**src/rtl/tl_ul_link_buffer.sv**
```systemverilog
// -----------------------------------------------------------------------------
// tl_ul_link_buffer
//
// Registered TileLink-UL buffer stage for a 26-bit peripheral port. Each
// channel (A downstream, D upstream) passes through its own DEPTH-entry
// circular FIFO. The buffer limits the number of outstanding A requests to
// MAX_INFLIGHT and raises a sticky error when a D beat leaves with nothing
// outstanding. Payloads pass through unmodified and in order.
//
// Ports
//   clock, reset               sole clock; asynchronous active-high reset
//   a_in_*  (valid/ready/..)   A channel from the master
//   a_out_* (valid/ready/..)   A channel to the slave
//   d_in_*  (valid/ready/..)   D channel from the slave
//   d_out_* (valid/ready/..)   D channel to the master
//   inflight [2:0]             A requests issued and not yet answered
//   protocol_err               sticky: a D beat was returned with inflight == 0
// -----------------------------------------------------------------------------

// Circular FIFO with registered occupancy. The caller only pushes when not
// full and only pops when not empty. There is no flow-through: a pushed entry
// becomes visible at head the cycle after the push.
//
// Ports
//   clock, reset     clock and asynchronous active-high reset
//   push, push_data  write one entry at the tail
//   pop              retire the head entry
//   head             current head entry (don't-care while empty)
//   empty, full      occupancy flags, derived from registered state only
module tl_ul_link_fifo #(
  parameter int WIDTH = 8,
  parameter int DEPTH = 2
) (
  input  logic             clock,
  input  logic             reset,
  input  logic             push,
  input  logic [WIDTH-1:0] push_data,
  input  logic             pop,
  output logic [WIDTH-1:0] head,
  output logic             empty,
  output logic             full
);

  localparam int PTR_W = (DEPTH > 1) ? $clog2(DEPTH) : 1;
  localparam int CNT_W = $clog2(DEPTH + 1);
  localparam logic [PTR_W-1:0] LAST_PTR  = PTR_W'(DEPTH - 1);
  localparam logic [CNT_W-1:0] FULL_CNT  = CNT_W'(DEPTH);

  logic [WIDTH-1:0] mem [DEPTH];
  logic [PTR_W-1:0] wr_ptr;
  logic [PTR_W-1:0] rd_ptr;
  logic [CNT_W-1:0] count;

  assign empty = (count == '0);
  assign full  = (count == FULL_CNT);
  assign head  = mem[rd_ptr];

  // NOTE: sequential state is always assigned with <= so every flop samples
  // the pre-edge values of its neighbours, independent of block ordering.
  always_ff @(posedge clock or posedge reset) begin
    if (reset) begin
      wr_ptr <= '0;
      rd_ptr <= '0;
      count  <= '0;
    end else begin
      if (push) wr_ptr <= (wr_ptr == LAST_PTR) ? '0 : wr_ptr + PTR_W'(1);
      if (pop)  rd_ptr <= (rd_ptr == LAST_PTR) ? '0 : rd_ptr + PTR_W'(1);
      case ({push, pop})
        2'b10:   count <= count + CNT_W'(1);
        2'b01:   count <= count - CNT_W'(1);
        default: count <= count;
      endcase
    end
  end

  // NOTE: the storage array has no reset; an entry is only ever read after it
  // has been written, and leaving it out keeps the array a plain RAM.
  always_ff @(posedge clock) begin
    if (push) mem[wr_ptr] <= push_data;
  end

endmodule

module tl_ul_link_buffer #(
  parameter int DEPTH        = 2,
  parameter int MAX_INFLIGHT = 4
) (
  input  logic        clock,
  input  logic        reset,
  // A channel, master side
  input  logic        a_in_valid,
  output logic        a_in_ready,
  input  logic [2:0]  a_in_opcode,
  input  logic [2:0]  a_in_param,
  input  logic [1:0]  a_in_size,
  input  logic        a_in_source,
  input  logic [25:0] a_in_address,
  input  logic [3:0]  a_in_mask,
  input  logic [31:0] a_in_data,
  input  logic        a_in_corrupt,
  // A channel, slave side
  output logic        a_out_valid,
  input  logic        a_out_ready,
  output logic [2:0]  a_out_opcode,
  output logic [2:0]  a_out_param,
  output logic [1:0]  a_out_size,
  output logic        a_out_source,
  output logic [25:0] a_out_address,
  output logic [3:0]  a_out_mask,
  output logic [31:0] a_out_data,
  output logic        a_out_corrupt,
  // D channel, slave side
  input  logic        d_in_valid,
  output logic        d_in_ready,
  input  logic [2:0]  d_in_opcode,
  input  logic [1:0]  d_in_param,
  input  logic [1:0]  d_in_size,
  input  logic        d_in_source,
  input  logic        d_in_sink,
  input  logic        d_in_denied,
  input  logic [31:0] d_in_data,
  input  logic        d_in_corrupt,
  // D channel, master side
  output logic        d_out_valid,
  input  logic        d_out_ready,
  output logic [2:0]  d_out_opcode,
  output logic [1:0]  d_out_param,
  output logic [1:0]  d_out_size,
  output logic        d_out_source,
  output logic        d_out_sink,
  output logic        d_out_denied,
  output logic [31:0] d_out_data,
  output logic        d_out_corrupt,
  // Status
  output logic [2:0]  inflight,
  output logic        protocol_err
);

  localparam int A_W = 72;
  localparam int D_W = 43;
  localparam logic [2:0] CAP = 3'(MAX_INFLIGHT);

  logic           a_empty, a_full, a_push, a_pop;
  logic           d_empty, d_full, d_push, d_pop;
  logic [A_W-1:0] a_head;
  logic [D_W-1:0] d_head;

  // Ready comes from registered occupancy only, so a full FIFO refuses a beat
  // even in a cycle where its head is being dequeued.
  assign a_in_ready  = !a_full;
  assign d_in_ready  = !d_full;
  assign a_out_valid = !a_empty && (inflight < CAP);
  assign d_out_valid = !d_empty;

  assign a_push = a_in_valid  && a_in_ready;
  assign a_pop  = a_out_valid && a_out_ready;
  assign d_push = d_in_valid  && d_in_ready;
  assign d_pop  = d_out_valid && d_out_ready;

  tl_ul_link_fifo #(.WIDTH(A_W), .DEPTH(DEPTH)) u_a_fifo (
    .clock     (clock),
    .reset     (reset),
    .push      (a_push),
    .push_data ({a_in_opcode, a_in_param, a_in_size, a_in_source,
                 a_in_address, a_in_mask, a_in_data, a_in_corrupt}),
    .pop       (a_pop),
    .head      (a_head),
    .empty     (a_empty),
    .full      (a_full)
  );

  tl_ul_link_fifo #(.WIDTH(D_W), .DEPTH(DEPTH)) u_d_fifo (
    .clock     (clock),
    .reset     (reset),
    .push      (d_push),
    .push_data ({d_in_opcode, d_in_param, d_in_size, d_in_source,
                 d_in_sink, d_in_denied, d_in_data, d_in_corrupt}),
    .pop       (d_pop),
    .head      (d_head),
    .empty     (d_empty),
    .full      (d_full)
  );

  assign {a_out_opcode, a_out_param, a_out_size, a_out_source,
          a_out_address, a_out_mask, a_out_data, a_out_corrupt} = a_head;
  assign {d_out_opcode, d_out_param, d_out_size, d_out_source,
          d_out_sink, d_out_denied, d_out_data, d_out_corrupt} = d_head;

  // Outstanding-request tracking. Every TL-UL D beat is a full response, so
  // each D fire retires exactly one request. A D beat with nothing
  // outstanding still passes upstream, but leaves a sticky error behind and
  // does not underflow the counter. The cap only rises on an A fire, so it
  // can never withdraw an A valid that has not fired.
  always_ff @(posedge clock or posedge reset) begin
    if (reset) begin
      inflight     <= '0;
      protocol_err <= 1'b0;
    end else begin
      if (d_pop && (inflight == '0)) protocol_err <= 1'b1;
      case ({a_pop, d_pop})
        2'b10:   inflight <= inflight + 3'd1;
        2'b01:   inflight <= (inflight == '0) ? '0 : inflight - 3'd1;
        default: inflight <= inflight;
      endcase
    end
  end

endmodule
```
**config.mk**
```make
export PLATFORM = sky130hd
export DESIGN_NAME = tl_ul_link_buffer
export DESIGN_NICKNAME = d
export VERILOG_FILES = /design/src/rtl/tl_ul_link_buffer.sv
export SDC_FILE = /design/constraint.sdc
export NUM_CORES = 1
export LEC_CHECK = 0
export ABC_AREA = 1
export CORE_AREA = 2 2 135 137
export DETAILED_ROUTE_END_ITERATION = 10
export DIE_AREA = 0 0 137 139
export GPL_ROUTABILITY_DRIVEN = 0
export HOLD_SLACK_MARGIN = 0.03
export PLACE_DENSITY = 0.84
export SLEW_MARGIN = 20
export SYNTH_ARGS = -nofsm -noshare
export SYNTH_HDL_FRONTEND = slang
export SYNTH_SLANG_ARGS = --single-unit
```
**constraint.sdc**
```tcl
create_clock -name clock -period 12.1 [get_ports clock]
set_clock_uncertainty 0.05 [all_clocks]
set_input_delay 1.815 -clock clock [delete_from_list [all_inputs] [get_ports clock]]
set_output_delay 1.815 -clock clock [all_outputs]
set_load 0.005 [all_outputs]
```
Yosys cells after proc, flatten, opt, wreduce, memory -nomap -nowiden --
Memories as Yosys holds them, arrays and structs flattened. Cells that the tools add are included.
Operators by class: add/sub/neg operators 10, multiply operators 0, div/mod/pow operators 0, magnitude comparators 1, equality and inequality tests 8, shift-type cells 0, mux-type cells 12, bitwise gates (word level) 0, reduce and logical (&&, ||, !) cells 16
Operators by type and width (number):
- 2-bit == test (second input constant) | 5
- 1-bit 2-to-1 mux | 8
- 2-bit case mux with 2 select lines | 2
- 2-bit by 1-bit == test with 1-bit output (second input constant) | 3
- 1-bit logical AND | 6
- 3-bit case mux with 2 select lines | 1
- 2-bit nonzero test | 3
- 1-bit adder (second input constant) | 4
- 2-bit by 1-bit adder with 2-bit output (second input constant) | 2
- 1-bit zero test | 4
- 2-bit zero test | 2
- 2-bit by 1-bit subtractor with 2-bit output (second input constant) | 2
- 3-bit by 1-bit adder with 3-bit output (second input constant) | 1
- 3-bit zero test | 1
- 3-bit < comparator (second input constant) | 1
- 3-bit 2-to-1 mux | 1
- 3-bit by 1-bit subtractor with 3-bit output (second input constant) | 1
Storage, ports and cells: register bits 12, latch bits 0, RAM bits 230, memory bits (read-only) 0, bits of input ports 121, output and inout port bits 123, word-level logic and storage cells 57, memories kept 2
Memories:
- u_a_fifo.mem | words 2, bits a word 72, rd ports 1, clocked after memory_dff 0, wr ports 1, RTL line 49 | logic [WIDTH-1:0] mem [DEPTH];
- u_d_fifo.mem | words 2, bits a word 43, rd ports 1, clocked after memory_dff 0, wr ports 1, RTL line 49

Longest topological paths before layout --
Gate-level depths: netlist (run 1).
depth in word-level cells 6, gate-level depth with buffers 11, mapped depth without buffers 11

By module --
A second synthesis (run 1) with hierarchy kept.
Second synthesis, totals: cell total of the unflattened synthesis 697, area, all modules 9273.9 sq um
By module, submodules not included:
- tl_ul_link_fifo at u_a_fifo | instances 1, cells an instance 401, area each 5567.8 sq um, sequential area each 4424.2 sq um
- tl_ul_link_fifo at u_d_fifo | instances 1, cells an instance 249, area each 3389.5 sq um, sequential area each 2682.6 sq um
- tl_ul_link_buffer | instances 1, cells an instance 47, area each 316.6 sq um, sequential area each 100.1 sq um

Least setup slack after synthesis (run 1) --
OpenSTA, ideal clock, no wires.
path type input to register, start in a_in_valid, end mem u_a_fifo.mem[1][0] (netlist bit), enable pin, setup time 504 ps, arrival 4921 ps, data required time 11546 ps, slack 6625 ps, stages on the path 2, buffers on the path 0, path through nand2_2 -> nor2_1
Between the ends: word-level cells in the longest chain between the ends 3
Ends and longest elaborated chain:
- start, declared | RTL line 91 | input logic a_in_valid,
- 1-bit logical AND | RTL line 155 | assign a_push = a_in_valid && a_in_ready;
- 1-bit 2-to-1 mux | RTL line 79 | if (push) mem[wr_ptr] <= push_data;
- 1-bit 2-to-1 mux (not written as such) | RTL line 79
- end, declared | RTL line 49
No other way between the ends.

Worst setup path after layout (run 1) --
start reg u_a_fifo.rd_ptr, end out a_out_data[15]
Between the ends: word-level cells in the longest chain between the ends 1
Ends and longest elaborated chain:
- start, declared | RTL line 51 | logic [PTR_W-1:0] rd_ptr;
- start signal, assigned | RTL line 67 | if (pop) rd_ptr <= (rd_ptr == LAST_PTR) ? '0 : rd_ptr + PTR_W'(1);
- memory 2 x 72 bit
- end, declared | RTL line 110 | output logic [31:0] a_out_data,
No other way between the ends.

==> results.yml, run 1 <==
critical_path:
  path_delay_family: "buffers and inverters"
  critPathRequiredTime_ns: 10.23
  cpMostUsedCell: "nand2_1"
  startpoint_type: "flop"
  critical_path.max_stage_delay_ns: 0.60
  cp_num_cells: 5
  critical_path_class: "flop to output pin"
  crit_slowest_cell: "buf_4"
  crit_buf_inv: 3
  cp_cell_sequence: "inv_2 > buf_4 > nand2_1 > nand2_1 > clkdlybuf4s50_1"
  worst_ep_arrival_time_ns: 2.49
  cp-end-kind: "output pin"
  reg2regPathDepth: 5
  crit_fanout: 65
global_routing:
  first_global_vias: 5992
  antenna_found_initial: 1
  use_met1: 0.246
  grt_pass1_wl_um: 31400
  track_usage: 0.214
  grt_use_met3: 0.0914
  grt_max_degree: 74
  grt-ovfl-total: 0
  grt_use_met2: 0.367
  top_usage_layer: "met2"
yosys:
  synth_area_per_cell_um2: 13.2
  yosys.area_share.adder: 0.00830
  synth.distinct_cells: 20
  synth-compound-area-share: 0.00761
  synth_edf_count: 230
  yosys_warnings: 0
  yosys.area_share.simple: 0.160
  async_flop_share: 0.0496
  ys_ff_latch: 242
  syn-cell-area_mm2: 0.00904
  synth_top_area_share: 0.764
  ys_seq_area_frac: 0.797
  synth_top_area_cell: "edfxtp_1"
  netlist_instances: 686
  synth_xor_area_frac: 0.00484
  synthFlopType: "edfxtp_1"
  synth_top_family_by_area: "simple AND/OR/NAND/NOR gates"
  muxShareOfSynthArea: 0
  synth_nets: 813
  synthTopCellsByArea: "edfxtp_1 (76%), nand2_1 (15%), dfrtp_1 (3.3%), buf_2 (1.1%), ha_1 (0.83%)"
finish:
  drive_gt1_frac: 0.0534
  layout_common_cells: "nand2_1 (363), clkdlybuf4s50_1 (243), edfxtp_1 (230), clkbuf_16 (25), inv_1 (15)"
  final_cell_area_mm2: 0.0124
  nNetsFinal: 1065
  nFillCells: 1139
  synthToLayoutAreaGrowth_pct: 37.5
  final_common_cell: "nand2_1"
  regArea_mm2: 0.00721
  multi_input_area_mm2: 0.00166
worst_hold_path:
  hold_depth: 1
  hp-class: "flop to flop"
sta:
  relSlewSlack: 0.342
  drv_slew: 0
  fin_crit_ns: 4.35
  rsz0062_at_grt: "false"
  fin_crit_sh: 0.360
  setup_viol: 0
  fin_setup_tns_ns: 0
  clock.fmax_mhz: 230
  worstMarginPinSlew_ns: 0.986
  final_hold_viol_count: 0
clocking:
  clkTransAtPathRegs_ns: 0.05
  clockBufferDepth: 3
  cts-root-buf: "clkbuf_16"
  hold_buffers: 0
  cts_tree: "yes"
  clkSinkCount: 242
  insertion_delay_ns: 0.49
  cts.repair.resized: 0
  cts_made_buffers: 24
  h-tree-depth: 1
  cts_setup_buffers: 0
placed_design:
  port-buffer-count: 243
  hpwl_um: 13400
  placed_area_mm2: 0.0117
run_status:
  status: "complete, no violations"
floorplanning:
  die_w_um: 137
  coreArea_mm2: 0.0177
  pin_count: 244
  dieHeight_um: 139
  initial_utilization: 0.512
  die_area_mm2: 0.0190
  std_cell_rows: 49
routing:
  drt-initial-drc-count: 396
  route.detailed.drc: 0
  vias_per_cell: 4.96
  ant_nets: 0
  vias: 5880
  wl_um: 20600
  routedWlPerCell_um: 17.4
  drtPass1Iterations: 5
pwr:
  ir_drop_mv: 0.203
  p_total_uw: 2960
  power_density_mw_per_mm2: 238
  leakage_uw: 0.00487
flow_run:
  cap_violations: 0
worst paths after layout:
check	startpoint	end	slack, ns
max	u_a_fifo.rd_ptr$_DFFE_PP0P_	a_out_data[15]	7.75
max reg2reg	u_a_fifo.count[0]$_DFFE_PP0P_	u_a_fifo.mem[0][48]$_DFFE_PP_	10.11
min	protocol_err$_DFFE_PP0P_	protocol_err$_DFFE_PP0P_	0.45
min reg2reg	protocol_err$_DFFE_PP0P_	protocol_err$_DFFE_PP0P_	0.45
min in group asynchronous	reset	u_a_fifo.count[1]$_DFFE_PP0P_	1.58
max in group asynchronous	reset	u_a_fifo.rd_ptr$_DFFE_PP0P_	10.08
cells by family after synthesis:
| kind of cell | after synthesis |
|---|---|
| buf+inv | 42 |
| xor+xnor | 5 |
| flops | 242 |
| fa+ha+maj | 6 |
| simple gates | 379 |
| compound gates | 12 |
routing by layer:
layer | part of all wire | wire [um]
met1 | 0.36 | 7480
met2 | 0.49 | 10200
met3 | 0.12 | 2540
met4 | 0.020 | 403
met5 | 0 | 0
synthesized netlist by cell type, types with 2 or more instances:
library cell  number
or2_1              2
buf_2             19
nor2_1             7
o21ai_0            2
xnor2_1            2
inv_2              3
buf_4              4
nand3_1            2
edfxtp_1         230
nand2_2            5
xor2_1             3
dfrtp_1           12
nand2_1          363
ha_1               6
inv_1             15
a21oi_1            7
flip-flops by register name, summed over array words and instances (netlist names):
name,cells
inflight,3
protocol_err,1
u_a_fifo.count,2
u_a_fifo.mem,144
u_a_fifo.rd_ptr,1
u_a_fifo.wr_ptr,1
u_d_fifo.count,2
u_d_fifo.mem,86
u_d_fifo.rd_ptr,1
u_d_fifo.wr_ptr,1
report_power, final:
group	switching (uW)	internal [uW]
registers	61.9	1150
logic	547	515
clock network	289	398
per-stage QoR:
stage	instances	hold WS [ns]	setup slack, ns	util
global placement	1141	0.424	8.27	0.663
global route	1184	0.484	7.59	0.704
detailed placement	1141	0.442	8.24	0.663
floorplan	686	0.418	6.62	-
finish	1185	0.450	7.75	0.704
CTS	1184	0.458	7.71	0.704
layout make-up:
type,instances,share of cell area
flip-flops and latches,242,0.580
repair buffers,250,0.200
multi-input cells,402,0.134
clock buffers,32,0.0524
well taps,229,0.0230
clock inverters,11,0.00584
inverters,18,0.00543
diodes,1,0.000201
(Power assumes the default switching activity.)
==> run 2, diff against run 1 <==
--- a/config.mk
+++ b/config.mk
@@ -6,12 +6,12 @@
 export NUM_CORES = 1
 export LEC_CHECK = 0
 export ABC_AREA = 1
-export CORE_AREA = 2 2 135 137
+export CORE_AREA = 2 2 141 143
 export DETAILED_ROUTE_END_ITERATION = 10
-export DIE_AREA = 0 0 137 139
+export DIE_AREA = 0 0 143 145
 export GPL_ROUTABILITY_DRIVEN = 0
 export HOLD_SLACK_MARGIN = 0.03
-export PLACE_DENSITY = 0.84
+export PLACE_DENSITY = 0.78
 export SLEW_MARGIN = 20
 export SYNTH_ARGS = -nofsm -noshare
 export SYNTH_HDL_FRONTEND = slang
==> constraint.sdc (replaced) <==
create_clock -name clock -period 4.4 [get_ports clock]
set_clock_uncertainty 0.05 [all_clocks]
set_input_delay 0.66 -clock clock [delete_from_list [all_inputs] [get_ports clock]]
set_output_delay 0.66 -clock clock [all_outputs]
set_load 0.005 [all_outputs]
==> run 2 against run 1 <==
First-iteration DRC count fell by 23%. Hold slack worse by 0.011 ns. Sequential cell count did not move. Largest cell class unchanged. Critical path type unchanged.
==> results.yml, run 2 (same netlist as run 1, synthesis figures left out) <==
clocking:
  cts-root-buf: "clkbuf_16"
  insertion_delay_ns: 0.50
  clockBufferDepth: 3
  cts_tree: "yes"
  cts.repair.resized: 0
  cts_made_buffers: 25
  clkTransAtPathRegs_ns: 0.06
  h-tree-depth: 1
  cts_setup_buffers: 0
  hold_buffers: 0
  clkSinkCount: 242
critical_path:
  critical_path.max_stage_delay_ns: 0.54
  crit_slowest_cell: "buf_4"
  cpMostUsedCell: "nand2_1"
  cp_cell_sequence: "inv_2 > buf_4 > nand2_1 > nand2_1 > clkdlybuf4s50_1"
  cp-end-kind: "output pin"
  worst_ep_arrival_time_ns: 2.58
  critPathRequiredTime_ns: 3.69
  crit_fanout: 46
  critical_path_class: "flop to output pin"
  startpoint_type: "flop"
placed_design:
  hpwl_um: 13200
  port-buffer-count: 243
  dp.cells: 1177
  placed_area_mm2: 0.0118
sta:
  fin_crit_sh: 0.748
  drv_slew: 0
  rsz0062_at_grt: "false"
  setup_viol: 0
  hold_ws_ns: 0.438
  fin_setup_tns_ns: 0
  worstMarginPinSlew_ns: 0.983
  final_hold_viol_count: 0
  relSlewSlack: 0.344
  clock.fmax_mhz: 304
  fin_crit_ns: 3.29
global_routing:
  grt_max_degree: 74
  grt_pass1_wl_um: 30900
  grt-ovfl-total: 0
  first_global_vias: 5974
  antenna_found_initial: 1
  track_usage: 0.191
finish:
  nFillCells: 1335
  reg_top3: "u_a_fifo.mem (144), u_d_fifo.mem (86), inflight (3)"
  regArea_mm2: 0.00721
  final_cell_area_mm2: 0.0125
  final_common_cell: "nand2_1"
  largest_reg_flops: 144
  layout_common_cells: "nand2_1 (363), clkdlybuf4s50_1 (243), edfxtp_1 (230), clkbuf_16 (25), inv_1 (15)"
  top_register: "u_a_fifo.mem"
  nNetsFinal: 1066
  drive_gt1_frac: 0.0535
  synthToLayoutAreaGrowth_pct: 38.0
  multi_input_area_mm2: 0.00166
  fin_cells: 1220
floorplanning:
  dieHeight_um: 145
  initial_utilization: 0.471
  std_cell_rows: 51
  pin_count: 244
  coreArea_mm2: 0.0192
  die_area_mm2: 0.0207
  die_w_um: 143
routing:
  route.detailed.drc: 0
  wl_um: 20100
  vias_per_cell: 4.81
  vias: 5867
  ant_nets: 0
  drtPass1Iterations: 4
  routedWlPerCell_um: 16.5
  drt-initial-drc-count: 306
flow_run:
  cap_violations: 0
pwr:
  ir_drop_mv: 0.431
  power_density_mw_per_mm2: 649
  leakage_uw: 0.00486
run_status:
  status: "complete, no violations"
worst_hold_path:
  hp-class: "input port to async pin"
==> run 2: worst paths after layout <==
check,startpoint,to,slack [ns],depth (start not counted)
setup / recovery,u_a_fifo.rd_ptr$_DFFE_PP0P_,a_out_address[13],1.11,5
hold / removal,reset,u_a_fifo.wr_ptr$_DFFE_PP0P_,0.44,2
setup reg to reg,u_d_fifo.count[0]$_DFFE_PP0P_,u_d_fifo.mem[1][3]$_DFFE_PP_,2.40,5
hold reg to reg,protocol_err$_DFFE_PP0P_,protocol_err$_DFFE_PP0P_,0.46,1
max in group asynchronous,reset,u_a_fifo.rd_ptr$_DFFE_PP0P_,3.49,2
min in group clock,protocol_err$_DFFE_PP0P_,protocol_err$_DFFE_PP0P_,0.46,1
==> run 2: cell type report <==
class / count / share of cell area
antenna: 1 / 0.000201
clock buffer: 30 / 0.0517
clock inverter: 12 / 0.00502
inverter: 18 / 0.00542
multi-input combinational: 402 / 0.133
sequential: 242 / 0.578
tap: 265 / 0.0266
timing repair buffer: 250 / 0.200
==> run 2: per-layer routing <==
metal  share of wire  vias up  track usage  wire length (um)
met5               0        -            0                 0
met4           0.024        0       0.0564               491
met3            0.12       43       0.0759              2360
met2            0.46      265        0.300              9290
met1            0.39     2753        0.245              7930
li1                -     2806            -                 -
==> run 2: through the flow <==
stage / total power [uW] / util / setup WS [ns]
global placement: 6280 / 0.613 / 1.64
global route: 8600 / 0.649 / 0.948
floorplan: 4670 / - / 0.0795
CTS: 8200 / 0.649 / 1.06
finish: 8100 / 0.649 / 1.11
detailed placement: 6330 / 0.613 / 1.61
==> run 2: worst max-delay path: cells and delay by family (launching register included) <==
family,cells,cell delay [ns]
and+or+nand+nor,2,0.26
DFF,1,0.40
buffers and inverters,3,1.41
==> run 2: report_power, final <==
group | internal, uW | switching [uW]
clock | 1040 | 801
combinational | 1420 | 1530
sequential | 3150 | 159
total | 5610 | 2490
==> run 3, diff against run 2 <==
--- a/config.mk
+++ b/config.mk
@@ -6,12 +6,12 @@
 export NUM_CORES = 1
 export LEC_CHECK = 0
 export ABC_AREA = 1
-export CORE_AREA = 2 2 141 143
+export CORE_AREA = 2 2 147 149
 export DETAILED_ROUTE_END_ITERATION = 10
-export DIE_AREA = 0 0 143 145
+export DIE_AREA = 0 0 149 151
 export GPL_ROUTABILITY_DRIVEN = 0
 export HOLD_SLACK_MARGIN = 0.03
-export PLACE_DENSITY = 0.78
+export PLACE_DENSITY = 0.76
 export SLEW_MARGIN = 20
 export SYNTH_ARGS = -nofsm -noshare
 export SYNTH_HDL_FRONTEND = slang
==> constraint.sdc (replaced) <==
create_clock -name clock -period 3 [get_ports clock]
set_clock_uncertainty 0.05 [all_clocks]
set_input_delay 0.45 -clock clock [delete_from_list [all_inputs] [get_ports clock]]
set_output_delay 0.45 -clock clock [all_outputs]
set_load 0.005 [all_outputs]
==> run 3 against run 2 <==
Sequential share of layout area decreased by 1.0 points. Largest power group unchanged. Via count decreased by 1.4%. Design area increased by 1.8%. Worst setup slack got worse by 0.78 ns. Highest routed layer unchanged. Clock power increased by 57%. Wire length decreased by 1.8%. Die area increased by 8.5%. First-iteration DRC count decreased by 0.33%.
==> results.yml, run 3 (same netlist as run 1, synthesis figures left out) <==
run_status:
  status: "complete, no violations"
global_routing:
  first_global_vias: 5762
  grt_max_degree: 74
  grt-ovfl-total: 0
  track_usage: 0.171
  antenna_found_initial: 0
  grt_pass1_wl_um: 30100
critical_path:
  cp-end-kind: "output pin"
  cpMostUsedCell: "nand2_1"
  crit_fanout: 19
  cp_cell_sequence: "inv_2 > buf_4 > nand2_1 > nand2_1 > clkdlybuf4s50_1"
  critical_path.max_stage_delay_ns: 0.52
  path_delay_family: "buffers and inverters"
  critPathRequiredTime_ns: 2.50
  critical_path_class: "flop to output pin"
  crit_buf_inv: 3
  crit_slowest_cell: "clkdlybuf4s50_1"
  worst_ep_arrival_time_ns: 2.18
  startpoint_type: "flop"
clocking:
  cts.repair.resized: 0
  h-tree-depth: 1
  clkTransAtPathRegs_ns: 0.06
  clockBufferDepth: 3
  cts_made_buffers: 25
  clkSinkCount: 242
  cts_tree: "yes"
  insertion_delay_ns: 0.51
  cts_setup_buffers: 0
  cts-root-buf: "clkbuf_16"
  hold_buffers: 0
pwr:
  power_density_mw_per_mm2: 963
  internal_power_uw: 8550
  p_switching_uw: 3670
  sequentialPowerShare: 0.396
  p_comb_frac: 0.367
  power.share.clock: 0.236
  leakage_uw: 0.00496
  ir_drop_mv: 0.683
  swShare: 0.301
routing:
  drtPass1Iterations: 5
  route.detailed.drc: 0
  routedWlPerCell_um: 15.9
  ant_nets: 0
  vias_per_cell: 4.66
  drt-initial-drc-count: 305
  wl_um: 19700
  vias: 5783
floorplanning:
  die_area_mm2: 0.0225
  pin_count: 244
  die_w_um: 149
  coreArea_mm2: 0.0208
  std_cell_rows: 53
  dieHeight_um: 151
  initial_utilization: 0.434
sta:
  fin_setup_tns_ns: 0
  worstMarginPinSlew_ns: 0.565
  fin_crit_sh: 0.892
  relSlewSlack: 0.624
  clock.fmax_mhz: 374
  fin_crit_ns: 2.68
  drv_slew: 0
  setup_viol: 0
  final_hold_viol_count: 0
  rsz0062_at_grt: "false"
finish:
  diodes: 0
  synthToLayoutAreaGrowth_pct: 40.4
  final_common_cell: "nand2_1"
  layout_common_cells: "nand2_1 (363), clkdlybuf4s50_1 (243), edfxtp_1 (230), clkbuf_16 (25), inv_1 (15)"
  largest_reg_flops: 144
  reg_top3: "u_a_fifo.mem (144), u_d_fifo.mem (86), inflight (3)"
  post-route-util: 0.610
  drive_gt1_frac: 0.0653
  top_register: "u_a_fifo.mem"
  nNetsFinal: 1074
worst_hold_path:
  hp-class: "input port to async pin"
placed_design:
  hpwl_um: 13400
  port-buffer-count: 243
flow_run:
  cap_violations: 0
run 3: power by group through the flow:
stage               sequential [uW]  combinational [uW]  clock, uW
floorplan                      4890                1930          0
global placement               4880                4480          0
detailed placement             4910                4530          0
CTS                            4840                4570       2960
global route                   4910                4950       3100
finish                         4840                4490       2890
run 3: metrics by stage:
step | std cells | power, uW | setup slack (ns) | cell area (um2) | hold WS [ns]
floorplan | 686 | 6820 | 0.0435 | 9050 | 0.265
global placement | 1195 | 9360 | 0.857 | 11900 | 0.449
detailed placement | 1195 | 9440 | 0.854 | 11900 | 0.457
CTS | 1240 | 12400 | 0.281 | 12700 | 0.216
global route | 1240 | 13000 | 0.207 | 12700 | 0.246
finish | 1240 | 12200 | 0.323 | 12700 | 0.202
run 3: path summary, 6_finish.rpt:
kind	start	to	slack, ns	cells after the start
max	u_a_fifo.rd_ptr$_DFFE_PP0P_	a_out_size[0]	0.32	5
min	reset	inflight[0]$_DFFE_PP0P_	0.20	2
max reg2reg	u_a_fifo.count[0]$_DFFE_PP0P_	u_a_fifo.mem[1][50]$_DFFE_PP_	1.27	5
min reg2reg	u_d_fifo.count[0]$_DFFE_PP0P_	u_d_fifo.count[0]$_DFFE_PP0P_	0.47	1
max in group asynchronous	reset	u_a_fifo.rd_ptr$_DFFE_PP0P_	2.35	2
min in group clock	a_in_address[0]	u_a_fifo.mem[1][37]$_DFFE_PP_	0.47	1
run 3: cell type report:
class,count,area [um2]
repair buffers,258,2650
flip-flops and latches,242,7210
clock inverters,12,115
clock buffers,33,656
multi-input cells,402,1660
fillers,1610,8130
inverters,18,67.6
well taps,275,344
run 3: metal layers:
layer / vias up / global-route usage / part of all wire
li1: 2825 / - / -
met1: 2686 / 0.211 / 0.40
met2: 238 / 0.282 / 0.47
met3: 34 / 0.0702 / 0.12
met4: 0 / 0.0448 / 0.020
met5: - / 0 / 0
